**src/rtl/ddr5_cmd_sequencer.sv**
```systemverilog
// Closed-page DDR5 command sequencer: turns one scheduler entry into ACT0/ACT1/CAS0/CAS1/PRE
// on a single channel while enforcing tRCD, tRAS, tRTP, write recovery and tRP.
module ddr5_cmd_sequencer #(
    parameter int unsigned T_RCD = 39,
    parameter int unsigned T_RAS = 76,
    parameter int unsigned T_RTP = 18,
    parameter int unsigned T_CWL = 38,
    parameter int unsigned T_BL  = 8,
    parameter int unsigned T_WR  = 72,
    parameter int unsigned T_RP  = 39,
    parameter int unsigned CNT_W = 8
) (
    input  logic        clk,
    input  logic        rst_n,
    input  logic        req_valid,
    output logic        req_ready,
    input  logic [1:0]  req_opn,
    input  logic [2:0]  req_bg,
    input  logic [1:0]  req_ba,
    input  logic [15:0] req_row,
    input  logic [9:0]  req_col,
    output logic        cmd_valid,
    output logic [2:0]  cmd,
    output logic [2:0]  cmd_bg,
    output logic [1:0]  cmd_ba,
    output logic [15:0] cmd_row,
    output logic [9:0]  cmd_col,
    output logic        req_done,
    output logic        err_opn,
    output logic        busy
);

    localparam int unsigned RCD_E  = (T_RCD < 2) ? 2 : T_RCD;
    localparam int unsigned RP_E   = (T_RP < 1) ? 1 : T_RP;
    localparam int unsigned WR_SUM = T_CWL + T_BL + T_WR;

    // Counters are loaded one cycle "early" so a zero test steers the transition into the next state.
    localparam logic [CNT_W-1:0] RCD_LOAD = CNT_W'(RCD_E - 1);
    localparam logic [CNT_W-1:0] RAS_LOAD = CNT_W'((T_RAS > 0) ? T_RAS - 1 : 0);
    localparam logic [CNT_W-1:0] RD_LOAD  = CNT_W'((T_RTP > 0) ? T_RTP - 1 : 0);
    localparam logic [CNT_W-1:0] WR_LOAD  = CNT_W'((WR_SUM > 0) ? WR_SUM - 1 : 0);
    localparam logic [CNT_W-1:0] RP_LOAD  = CNT_W'(RP_E - 1);

    localparam logic [2:0] C_ACT0  = 3'd0;
    localparam logic [2:0] C_ACT1  = 3'd1;
    localparam logic [2:0] C_RD0   = 3'd2;
    localparam logic [2:0] C_RD1   = 3'd3;
    localparam logic [2:0] C_WR0   = 3'd4;
    localparam logic [2:0] C_WR1   = 3'd5;
    localparam logic [2:0] C_PRE   = 3'd6;
    localparam logic [2:0] C_STALL = 3'd7;

    typedef enum logic [3:0] {
        S_IDLE, S_ACT0, S_ACT1, S_WAIT_RCD, S_CAS0, S_CAS1, S_WAIT_PRE, S_PRE, S_WAIT_RP
    } state_t;

    typedef struct packed {
        logic        wr;
        logic [2:0]  bg;
        logic [1:0]  ba;
        logic [15:0] row;
        logic [9:0]  col;
    } entry_t;

    state_t           state, state_nxt;
    entry_t           ent, ent_nxt;
    logic [CNT_W-1:0] ras_cnt, phase_cnt;
    logic             accept_c, take_c, pre_ok_c;

    logic             cmd_valid_d, req_ready_d, req_done_d, err_opn_d, busy_d;
    logic [2:0]       cmd_d;

    function automatic logic [CNT_W-1:0] sat_dec(input logic [CNT_W-1:0] v);
        return (v == '0) ? v : v - CNT_W'(1);
    endfunction

    assign accept_c = req_valid && req_ready;
    assign take_c   = accept_c && (req_opn != 2'd3);
    assign pre_ok_c = (ras_cnt == '0) && (phase_cnt == '0);
    assign ent_nxt  = take_c ? entry_t'{wr: (req_opn == 2'd1), bg: req_bg, ba: req_ba,
                                        row: req_row, col: req_col} : ent;

    // State register
    always_ff @(posedge clk or negedge rst_n) begin
        if (!rst_n) state <= S_IDLE;
        else        state <= state_nxt;
    end

    // Next-state logic
    always_comb begin
        state_nxt = state;
        case (state)
            S_IDLE:     if (take_c) state_nxt = S_ACT0;
            S_ACT0:     state_nxt = S_ACT1;
            S_ACT1:     state_nxt = (phase_cnt == '0) ? S_CAS0 : S_WAIT_RCD;
            S_WAIT_RCD: if (phase_cnt == '0) state_nxt = S_CAS0;
            S_CAS0:     state_nxt = S_CAS1;
            S_CAS1:     state_nxt = pre_ok_c ? S_PRE : S_WAIT_PRE;
            S_WAIT_PRE: if (pre_ok_c) state_nxt = S_PRE;
            S_PRE:      state_nxt = (phase_cnt == '0) ? S_IDLE : S_WAIT_RP;
            S_WAIT_RP:  if (phase_cnt == '0) state_nxt = S_IDLE;
            default:    state_nxt = S_IDLE;
        endcase
    end

    // Output decode from the upcoming state so the registered outputs line up with it
    always_comb begin
        cmd_d       = C_STALL;
        cmd_valid_d = 1'b0;
        req_done_d  = 1'b0;
        req_ready_d = (state_nxt == S_IDLE);
        busy_d      = (state_nxt != S_IDLE);
        err_opn_d   = accept_c && (req_opn == 2'd3);
        case (state_nxt)
            S_ACT0: begin cmd_d = C_ACT0; cmd_valid_d = 1'b1; end
            S_ACT1: begin cmd_d = C_ACT1; cmd_valid_d = 1'b1; end
            S_CAS0: begin cmd_d = ent_nxt.wr ? C_WR0 : C_RD0; cmd_valid_d = 1'b1; end
            S_CAS1: begin cmd_d = ent_nxt.wr ? C_WR1 : C_RD1; cmd_valid_d = 1'b1; end
            S_PRE:  begin cmd_d = C_PRE; cmd_valid_d = 1'b1; req_done_d = 1'b1; end
            default: ;
        endcase
    end

    // Timing counters and latched entry; phase_cnt is reused for tRCD, CAS-to-PRE and tRP
    always_ff @(posedge clk or negedge rst_n) begin
        if (!rst_n) begin
            ras_cnt   <= '0;
            phase_cnt <= '0;
            ent       <= '0;
        end else begin
            ent     <= ent_nxt;
            ras_cnt <= (state_nxt == S_ACT0) ? RAS_LOAD : sat_dec(ras_cnt);
            if (state_nxt == S_ACT0)      phase_cnt <= RCD_LOAD;
            else if (state_nxt == S_CAS0) phase_cnt <= ent_nxt.wr ? WR_LOAD : RD_LOAD;
            else if (state_nxt == S_PRE)  phase_cnt <= RP_LOAD;
            else                          phase_cnt <= sat_dec(phase_cnt);
        end
    end

    // Output registers
    always_ff @(posedge clk or negedge rst_n) begin
        if (!rst_n) begin
            cmd_valid <= 1'b0;
            cmd       <= C_STALL;
            cmd_bg    <= '0;
            cmd_ba    <= '0;
            cmd_row   <= '0;
            cmd_col   <= '0;
            req_done  <= 1'b0;
            err_opn   <= 1'b0;
            busy      <= 1'b0;
            req_ready <= 1'b1;
        end else begin
            cmd_valid <= cmd_valid_d;
            cmd       <= cmd_d;
            cmd_bg    <= ent_nxt.bg;
            cmd_ba    <= ent_nxt.ba;
            cmd_row   <= ent_nxt.row;
            cmd_col   <= ent_nxt.col;
            req_done  <= req_done_d;
            err_opn   <= err_opn_d;
            busy      <= busy_d;
            req_ready <= req_ready_d;
        end
    end

endmodule

```
**config.mk**
```make
export PLATFORM = sky130hd
export DESIGN_NAME = ddr5_cmd_sequencer
export DESIGN_NICKNAME = d
export VERILOG_FILES = /design/src/rtl/ddr5_cmd_sequencer.sv
export SDC_FILE = /design/constraint.sdc
export NUM_CORES = 1
export LEC_CHECK = 0
export CORE_UTILIZATION = 35
export CTS_CLUSTER_DIAMETER = 60
export DETAILED_ROUTE_END_ITERATION = 8
export PLACE_DENSITY = 0.63
export SYNTH_ARGS = -nofsm -noshare
export SYNTH_HDL_FRONTEND = slang
export SYNTH_SLANG_ARGS = --single-unit
export TNS_END_PERCENT = 20
```
**constraint.sdc**
```tcl
create_clock -name clk -period 3.7 [get_ports clk]
set_input_delay 0.74 -clock clk [delete_from_list [all_inputs] [get_ports clk]]
set_output_delay 0.74 -clock clk [all_outputs]
set_load 0.01 [all_outputs]
```
==> summary.txt, run 1 <==
Status -> completed
Register share of total power -> 0.498
Iter 0 DRT Violations -> 85
CP startpoint kind -> register
Wirelength per Cell -> 13.7 um
Tmin final -> 2.18 ns
Worst min path class -> input port to asynchronous set/reset pin
Post-Synth Simple-Gate Area -> 0.132
Top cells by area, synth -> dfrtp_1, mux2_2, buf_4
Number of flops mapped to enable cells by yosys -> 0
Sw Share -> 0.199
P_int -> 1.06 mW
Total track usage -> 0.141
Yosys warns -> 0
Max Clk Rate -> 458 MHz
DRC Markers -> 0
Largest net degree at the start of global routing -> 33
CTS H-tree lvls -> 3
Rows -> 33
Detailed Place HPWL -> 4130 um
CP Data Arrival Time -> 2.38 ns
Area of the multi-input gates -> 1150 sq um
Synth Instances -> 259
Crit share post-route -> 0.590
Root Driver -> clkbuf_8
First-pass GRT wire length -> 9560 um
Via count -> 2,007
Final Max Tran Viols -> 0
CP max stage cell -> or4_1
R2R Path Start -> ras_cnt[3]
Die area -> 8780 sq um
Number of global-route vias before repair -> 2,040
Synthesized area -> 2940 sq um
Die Span X -> 93.7 um
Adder-cell share of the synthesized area -> 0.0128
Mux contribution to synthesized area -> 0.125
Overflow after GRT -> 0
Clk sink count -> 60
Fraction of layout cells with a size suffix above 1 -> 0.186
Post-CTS Resized -> 0
Flip-flop and latch count after synthesis -> 60
Max rail drop VDD -> 0.000267 V
Longest Clk Path Bufs -> 2
Capturing point of the worst reg2reg path -> phase_cnt[6]
Layout Nets -> 345
Slew @ Worst Pin -> 0.714 ns
Gpl congestion -> 0.769
Largest family of logic cells by synthesized area -> simple AND/OR/NAND/NOR gates
Combinational power share -> 0.039
Compound-Gate Fraction of Synth Area -> 0.0876
Clk_lat worst skew -> 0.33 ns
Starting Density -> 0.360
Drt via density -> 4.82
WP buf/inv -> 0
Finish-stage setup viols -> 0
CP Max Fanout -> 8
Worst slew margin -> 0.524
CP endpoint kind -> register
WP data required -> 3.90 ns
Prevailing post-synth register cell -> dfrtp_1
Clock-pin slew on the worst setup and hold paths -> 0.06 ns
CTS tree -> built
Pleak -> 1.57 nW
Placeable core area -> 8180 sq um
Synth Area in XOR/XNOR -> 0.0298
Clock Skew -> 0.00482 ns
Final wirelength -> 5700 um
Ant. Diodes -> 0
Critical path type -> register to register
Register area share after synthesis -> 0.512
R2r worst-path depth -> 4
Register area -> 1510 sq um
Clock power share -> 0.463
Drt pass-1 iters -> 7
Post-synthesis cell type count -> 45
Unrepaired setup endpoints after global routing -> false
Area delta synth->final -> 28.6%
Post-route ant nets -> 0
Pwr dens -> 348 nW/um^2
Most instantiated cells after synthesis -> dfrtp_1, buf_4, mux2_2
Biggest area consumer among synthesized cells -> dfrtp_1
Max-Cap Viols -> 0
Worst setup path startpoint -> ras_cnt[3]
NetSw -> 262 uW
I/O Pins -> 75
Initial antenna violation count -> 0
Fraction of registers with async set/reset -> 1.00
Syn avg cell area -> 11.4 sq um
Top delay family on crit path -> simple AND/OR/NAND/NOR gates
Hold_buf cts -> 0
Setup TNS -> 0 ns
Die H -> 93.7 um
Fin. Hold Viols -> 0
Flop-to-flop setup slack -> 1.52 ns
Fill cells -> 775
Syn nets -> 298
Fin util -> 0.463
Cts bufs inserted -> 9
Synth top area share -> 0.476
Top-count cell post-synth -> dfrtp_1
PortBufs -> 74
Post-CTS setup buffers -> 0
Crit path cell chain -> or4_1 -> or4b_4 -> o22ai_2 -> o22ai_1
Largest stage delay, worst path -> 0.66 ns
-- area by class of cell --
cell class / instances / share of cell area
multi-input cells: 152 / 0.305
flip-flops and latches: 60 / 0.398
well taps: 105 / 0.0347
clock buffers: 13 / 0.0446
inverters: 6 / 0.00595
clock inverters: 3 / 0.0116
repair buffers: 77 / 0.200
-- power by group through the flow --
stage	Clock, mW	Sequential (mW)	Combinational, mW
after detailed placement	0	0.668	0.0532
after floorplan	0	0.668	0.00102
final	0.610	0.656	0.0516
after global placement	0	0.668	0.0532
after global routing	0.660	0.656	0.0569
after CTS	0.634	0.656	0.0534
-- cells in the final DEF, fill, tap and decap left out, types with 3 or more instances in the layout --
cell type | Yosys | routed
nand2_1 | 12 | 12
clkbuf_8 | 0 | 12
nand2b_1 | 5 | 5
nor3_1 | 4 | 4
nor2_1 | 17 | 17
buf_4 | 31 | 3
dfstp_2 | 4 | 4
nand3b_1 | 3 | 3
o21ai_1 | 5 | 5
xnor2_1 | 4 | 4
mux2_2 | 31 | 31
nor3b_1 | 6 | 6
or3b_1 | 4 | 4
inv_1 | 6 | 6
ha_1 | 3 | 3
clkdlybuf4s50_1 | 0 | 73
a21oi_1 | 11 | 10
dfrtp_1 | 56 | 56
xor2_1 | 6 | 6
or4_1 | 3 | 3
a211oi_1 | 5 | 5
-- logic make-up after synthesis --
group / count (synthesis)
mux: 33
xor+xnor: 10
simple gates: 68
fa+ha+maj: 3
buf+inv: 47
compound gates: 38
flops: 60
-- per-stage QoR --
| stage | std cells | hold slack, ns | setup WS [ns] | power (mW) | cell area (sq um) |
|---|---|---|---|---|---|
| finish | 416 | 0.462 | 1.52 | 1.32 | 3780 |
| global placement | 400 | 0.489 | 1.23 | 0.721 | 3570 |
| floorplan | 259 | 0.444 | 1.63 | 0.669 | 2940 |
| CTS | 416 | 0.478 | 1.48 | 1.34 | 3780 |
| detailed placement | 400 | 0.496 | 1.17 | 0.721 | 3570 |
| global route | 416 | 0.508 | 1.27 | 1.37 | 3780 |
-- worst max path at each step --
stage | endpoint | slack [ns] | cells past startpoint
after detailed placement | cmd_ba[0] | 1.17 | 5
after floorplan | phase_cnt[0] | 1.63 | 7
final | phase_cnt[6] | 1.52 | 4
after global placement | cmd_bg[0] | 1.23 | 5
after global routing | req_done | 1.27 | 5
after CTS | req_done | 1.48 | 5
-- sequential cells by signal (all words and copies together) (netlist names), 2 cells and up --
name / count
cmd_row: 16
cmd_col: 10
phase_cnt: 8
ras_cnt: 8
state: 4
cmd: 3
cmd_bg: 3
cmd_ba: 2
-- metal layers --
metal,routed length [um],track usage,vias up
li1,-,-,982
met1,2610,0.176,970
met2,2780,0.230,51
met3,274,0.0413,4
met4,42,0.0551,0
met5,0,0,-
(Power assumes the default switching activity.)
==> run 2, diff against run 1 <==
PLACE_DENSITY = 0.66   (was 0.63)
clock period = 1.9 ns   (was 3.7 ns; I/O delays follow)
==> summary.txt, run 2 (synthesis gave the netlist of run 1 again) <==
Longest Clk Path Bufs -> 2 (unchanged)
NetSw -> 523 uW (+99%)
CP startpoint kind -> register
Post-Place Cells -> 435 (+8.8%)
Clock-pin slew on the worst setup and hold paths -> 0.07 ns (about the same)
CP endpoint -> phase_cnt[6]
Critical path type -> register to register
Finish-stage setup viols -> 8 (+8)
Non-Filler Instances -> 452 (+8.7%)
Via count -> 2,225 (+11%)
Fin util -> 0.508 (+0.0453)
Final Max Tran Viols -> 0 (unchanged)
Worst setup path startpoint -> ras_cnt[1]
Most common cell after layout, fill and taps aside -> clkdlybuf4s50_1
DRC Markers -> 0 (unchanged)
Worst slew margin -> 0.762 (+0.238)
CP Max Fanout -> 5 (-3)
Overflow after GRT -> 0 (unchanged)
Gpl congestion -> 0.878 (+14%)
CP endpoint kind -> register
Tmin final -> 1.95 ns (-0.237 ns)
Wirelength per Cell -> 13.8 um (+0.80%)
Setup ws final -> -0.0462 ns (-1.56 ns)
Fraction of layout cells with a size suffix above 1 -> 0.305 (+0.119)
P_int -> 2.12 mW (+100%)
Die H -> 93.7 um (unchanged)
CP max stage cell -> or4b_4
Layout Nets -> 381 (+10%)
Max-Cap Viols -> 0 (unchanged)
Biggest register -> cmd_row
Number of global-route vias before repair -> 2,154 (+5.6%)
Hold_buf cts -> 0 (unchanged)
Final wirelength -> 6250 um (+9.5%)
Unrepaired setup endpoints after global routing -> true
Max Clk Rate -> 514 MHz (+12%)
Root Driver -> clkbuf_8
CTS H-tree lvls -> 3 (unchanged)
Capturing point of the worst reg2reg path -> phase_cnt[6]
PortBufs -> 74 (unchanged)
Number of flip-flops in the largest register -> 16 (unchanged)
Iter 0 DRT Violations -> 129 (+52%)
Die area -> 8780 sq um (unchanged)
Pwr dens -> 636 nW/um^2 (+83%)
First-pass GRT wire length -> 10,200 um (+7.1%)
Failing checks -> negative setup slack
Initial antenna violation count -> 0 (unchanged)
Drt via density -> 4.92 (+2.0%)
Clk sink count -> 60 (unchanged)
Crit path cell chain -> inv_2 -> ha_4 -> or3b_4 -> or4b_4 -> o22ai_4 -> o22ai_1
Largest net degree at the start of global routing -> 61 (+85%)
Slew @ Worst Pin -> 0.354 ns (-0.360 ns)
Clock Skew -> 0.00482 ns (+0.00000297 ns)
Status -> finished, violations left
Pleak -> 1.75 nW (+12%)
Total track usage -> 0.151 (+0.0105)
Post-route ant nets -> 0 (unchanged)
CTS tree -> built
Top flop regs -> cmd_row: 16 flops, cmd_col: 10 flops
Clk_lat worst skew -> 0.34 ns (about the same)
Fin. Hold Viols -> 0 (unchanged)
Area delta synth->final -> 41.2%
Drt pass-1 iters -> 4 (-3)
Fill cells -> 725 (-6.5%)
Flop-to-flop setup slack -> -0.05 ns (-1.56 ns)
Ant. Diodes -> 0 (unchanged)
Clock power share -> 0.477 (+0.014)
Worst min path class -> input port to asynchronous set/reset pin
Max rail drop VDD -> 0.000433 V (+62%)
CP Data Arrival Time -> 2.16 ns (-0.22 ns)
Detailed Place HPWL -> 4430 um (+7.4%)
Crit share post-route -> 1.02 (+0.434)
Placeable core area -> 8180 sq um (unchanged)
Combinational power share -> 0.040 (about the same)
Starting Density -> 0.360 (unchanged)
Most frequent cells in the layout -> clkdlybuf4s50_1, dfrtp_1, buf_4
Rows -> 33 (unchanged)
R2R Path Start -> ras_cnt[1]
Sw Share -> 0.198 (-0.00106)
Register share of total power -> 0.484 (-0.014)
Die Span X -> 93.7 um (unchanged)
WP data required -> 2.12 ns (-1.78 ns)
I/O Pins -> 75 (unchanged)
Largest stage delay, worst path -> 0.59 ns (-0.07 ns)
R2r worst-path depth -> 6 (+2)
Cts bufs inserted -> 9 (unchanged)
==> run 2: changes by cell type in the layout (fill, tap and decap cells not counted), sizes merged <==
cell,before,now
buf,4,40
bufinv,1,2
clkbuf,13,12
clkinv,2,1
clkinvlp,0,1
==> run 2: worst min path at each step <==
| stage | start | cells after the start | endpoint |
|---|---|---|---|
| 4_1_cts | rst_n | 2 | cmd_col[5] |
| 3_5_place_dp | rst_n | 2 | cmd_col[5] |
| 2_1_floorplan | rst_n | 0 | busy |
| 6_report | rst_n | 2 | cmd_col[5] |
| 5_1_grt | rst_n | 2 | cmd_bg[2] |
| 3_3_place_gp | rst_n | 2 | cmd_row[13] |
==> run 2: final cells by class <==
class	count	area (sq um)	share of cell area
Multi-Input combinational cell	152	1220	0.294
Inverter	6	22.5	0.00542
Tap cell	105	131	0.0316
Sequential cell	60	1510	0.363
Timing Repair Buffer	113	1050	0.254
Clock inverter	4	72.6	0.0175
Clock buffer	12	145	0.0349
==> run 2: power by group through the flow <==
stage               sequential, mW  clock [mW]  combinational, mW
floorplan                     1.30           0            0.00199
global placement              1.30           0              0.106
detailed placement            1.30           0              0.107
CTS                           1.28        1.29              0.108
global route                  1.28        1.34              0.115
finish                        1.28        1.26              0.104
==> run 2: routing by layer <==
layer | part of all wire | track usage | up-vias
met1 | 0.44 | 0.192 | 1099
met3 | 0.063 | 0.0461 | 7
met2 | 0.49 | 0.248 | 66
met5 | 0 | 0 | -
li1 | - | - | 1053
met4 | 0.0099 | 0.0462 | 0
==> run 2: timing repair <==
action / 4_1_cts / 5_1_grt
pin swaps: 1 / 6
gates resized for setup: 2 / 12
gates cloned: 0 / 0
setup buffers: 0 / 1
setup endpoints to repair: 7 / 18
==> run 2: metrics by stage <==
stage | hold WS [ns] | setup WS [ns] | cell area (sq um) | power [mW] | TNS (ns)
finish | 0.0281 | -0.0462 | 4150 | 2.64 | -0.242
global route | 0.0682 | -0.0908 | 4150 | 2.73 | -0.651
CTS | 0.0540 | -0.00465 | 4100 | 2.67 | -0.00465
detailed placement | 0.416 | -0.0410 | 3870 | 1.41 | -0.545
global placement | 0.412 | -0.0109 | 3870 | 1.41 | -0.0466
floorplan | 0.0844 | -0.129 | 2960 | 1.30 | -0.744
==> run 2: critical path: cells and delay by family, from the launching register on <==
family / cells / cell delay (ns)
AOI/OAI and AO/OA: 2 / 0.27
adders and majority gates: 1 / 0.12
buffers and inverters: 1 / 0.09
DFF: 1 / 0.39
and+or+nand+nor: 2 / 0.96
==> run 3, diff against run 2 <==
SETUP_SLACK_MARGIN = 0.1   (was unset)
==> summary.txt, run 3 (synthesis gave the netlist of run 1 again) <==
Status -> finished, violations left
Failing checks -> negative setup slack
Worst min path class -> input port to asynchronous set/reset pin
Rows -> 33 (unchanged)
Max-Cap Viols -> 0 (unchanged)
Biggest register -> cmd_row
Area after DPL -> 3870 sq um (unchanged)
Number of flip-flops in the largest register -> 16 (unchanged)
Number of global-route vias before repair -> 2,162 (+0.37%)
Crit path cell chain -> or4_4 -> or4b_4 -> o21a_1 -> o21ai_1
I/O Pins -> 75 (unchanged)
CP Data Arrival Time -> 2.16 ns (about the same)
Wirelength per Cell -> 13.7 um (-1.1%)
CTS H-tree lvls -> 3 (unchanged)
Clock-pin slew on the worst setup and hold paths -> 0.07 ns (about the same)
Fill cells -> 718 (-0.97%)
Non-Filler Instances -> 452 (unchanged)
Combinational power share -> 0.040 (about the same)
Top delay family on crit path -> simple AND/OR/NAND/NOR gates
Total track usage -> 0.151 (about the same)
Overflow after GRT -> 0 (unchanged)
Clock Skew -> 0.00700 ns (+0.00217 ns)
CP startpoint kind -> register
Critical path type -> register to register
Critical path depth -> 4 (-2)
WP data required -> 2.15 ns (+0.03 ns)
Largest net degree at the start of global routing -> 61 (unchanged)
Max rail drop VDD -> 0.000434 V (about the same)
Final wirelength -> 6180 um (-1.1%)
Most frequent cells in the layout -> clkdlybuf4s50_1, dfrtp_1, buf_4
Sw Share -> 0.196 (-0.00208)
Final instance area -> 4180 sq um (+0.60%)
Clock power share -> 0.475 (-0.002)
Setup TNS -> -0.00452 ns (+0.237 ns)
CP max stage cell -> or4b_4
Die Span X -> 93.7 um (unchanged)
PortBufs -> 74 (unchanged)
Worst slew margin -> 0.763 (about the same)
Starting Density -> 0.360 (unchanged)
Die area -> 8780 sq um (unchanged)
Initial antenna violation count -> 0 (unchanged)
Capturing point of the worst reg2reg path -> cmd_valid
Clk_lat worst skew -> 0.33 ns (about the same)
Post-route ant nets -> 0 (unchanged)
Via count -> 2,193 (-1.4%)
Die H -> 93.7 um (unchanged)
Max Clk Rate -> 526 MHz (+2.3%)
Setup ws final -> -0.00245 ns (+0.0438 ns)
Finish-stage setup viols -> 2 (-6)
R2r worst-path depth -> 4 (-2)
Gpl congestion -> 0.878 (unchanged)
Drt pass-1 iters -> 4 (unchanged)
CP Max Fanout -> 5 (unchanged)
Drt via density -> 4.85 (-1.4%)
DRC Markers -> 0 (unchanged)
Tmin final -> 1.90 ns (-0.0438 ns)
Cts bufs inserted -> 9 (unchanged)
Most common cell after layout, fill and taps aside -> clkdlybuf4s50_1
P_int -> 2.12 mW (about the same)
Fin util -> 0.511 (+0.00306)
CTS tree -> built
Fraction of layout cells with a size suffix above 1 -> 0.320 (+0.0144)
First-pass GRT wire length -> 10,200 um (about the same)
Register share of total power -> 0.485 (about the same)
Layout Nets -> 381 (unchanged)
Worst setup path startpoint -> ras_cnt[3]
NetSw -> 516 uW (-1.3%)
Worst slack, placed -> -0.0410 ns (unchanged)
Detailed Place HPWL -> 4430 um (unchanged)
Unrepaired setup endpoints after global routing -> true
Longest Clk Path Bufs -> 2 (unchanged)
CP endpoint -> cmd_valid
Crit share post-route -> 1.00 (-0.0230)
WP buf/inv -> 0 (-1)
Final Max Tran Viols -> 0 (unchanged)
Tot Pwr -> 2.63 mW (-0.25%)
Fin. Hold Viols -> 0 (unchanged)
Pleak -> 1.77 nW (+1.0%)
Top flop regs -> cmd_row: 16 flops, cmd_col: 10 flops
Area delta synth->final -> 42.1%
Root Driver -> clkbuf_8
Placeable core area -> 8180 sq um (unchanged)
Iter 0 DRT Violations -> 92 (-29%)
Pwr dens -> 631 nW/um^2 (-0.85%)
Post-Place Cells -> 435 (unchanged)
Ant. Diodes -> 0 (unchanged)
Slew @ Worst Pin -> 0.353 ns (-0.000368 ns)
R2R Path Start -> ras_cnt[3]
Largest stage delay, worst path -> 0.60 ns (about the same)
Flop-to-flop setup slack -> -0.002 ns (+0.04 ns)
Clk sink count -> 60 (unchanged)
Final hold slack -> 0.0316 ns (+0.00356 ns)
CP endpoint kind -> register
run 3: cell count changes in the layout (fill, tap and decap cells not counted), sizes merged:
| cell | previous run | this run |
|---|---|---|
| clkdlybuf4s50 | 73 | 72 |
| dlygate4sd2 | 0 | 1 |
run 3: layout make-up:
cell class / instances / area (sq um) / share of cell area
clock inverter: 4 / 72.6 / 0.0174
clock buffer: 12 / 145 / 0.0347
tap: 105 / 131 / 0.0314
timing repair buffer: 113 / 1050 / 0.252
sequential: 60 / 1510 / 0.360
inverter: 6 / 22.5 / 0.00539
multi-input combinational: 152 / 1250 / 0.299
run 3: timing repair:
item | 4_1_cts | 5_1_grt
pin swaps | 4 | 3
setup buffers | 0 | 1
endpoints found under the setup margin | 19 | 22
hold buffers | 0 | 0
gates resized for setup | 12 | 8
run 3: how the worst min path moves through the flow:
stage                        to  startpoint
finish               cmd_col[5]       rst_n
detailed placement   cmd_col[5]       rst_n
floorplan                  busy       rst_n
CTS                  cmd_col[5]       rst_n
global placement    cmd_row[13]       rst_n
global route          cmd_bg[2]       rst_n
run 3: power by group through the flow:
stage	logic [mW]	clock network, mW	registers (mW)
2_1_floorplan	0.00199	0	1.30
3_3_place_gp	0.106	0	1.30
3_5_place_dp	0.107	0	1.30
4_1_cts	0.108	1.29	1.28
5_1_grt	0.115	1.34	1.28
6_report	0.104	1.25	1.28
run 3: metal layers:
| metal | vias to the layer above | wire [um] | share of wire | track usage |
|---|---|---|---|---|
| li1 | 1050 | - | - | - |
| met1 | 1078 | 2810 | 0.45 | 0.191 |
| met2 | 57 | 2990 | 0.48 | 0.249 |
| met3 | 8 | 319 | 0.052 | 0.0461 |
| met4 | 0 | 64 | 0.010 | 0.0462 |
| met5 | - | 0 | 0 | 0 |
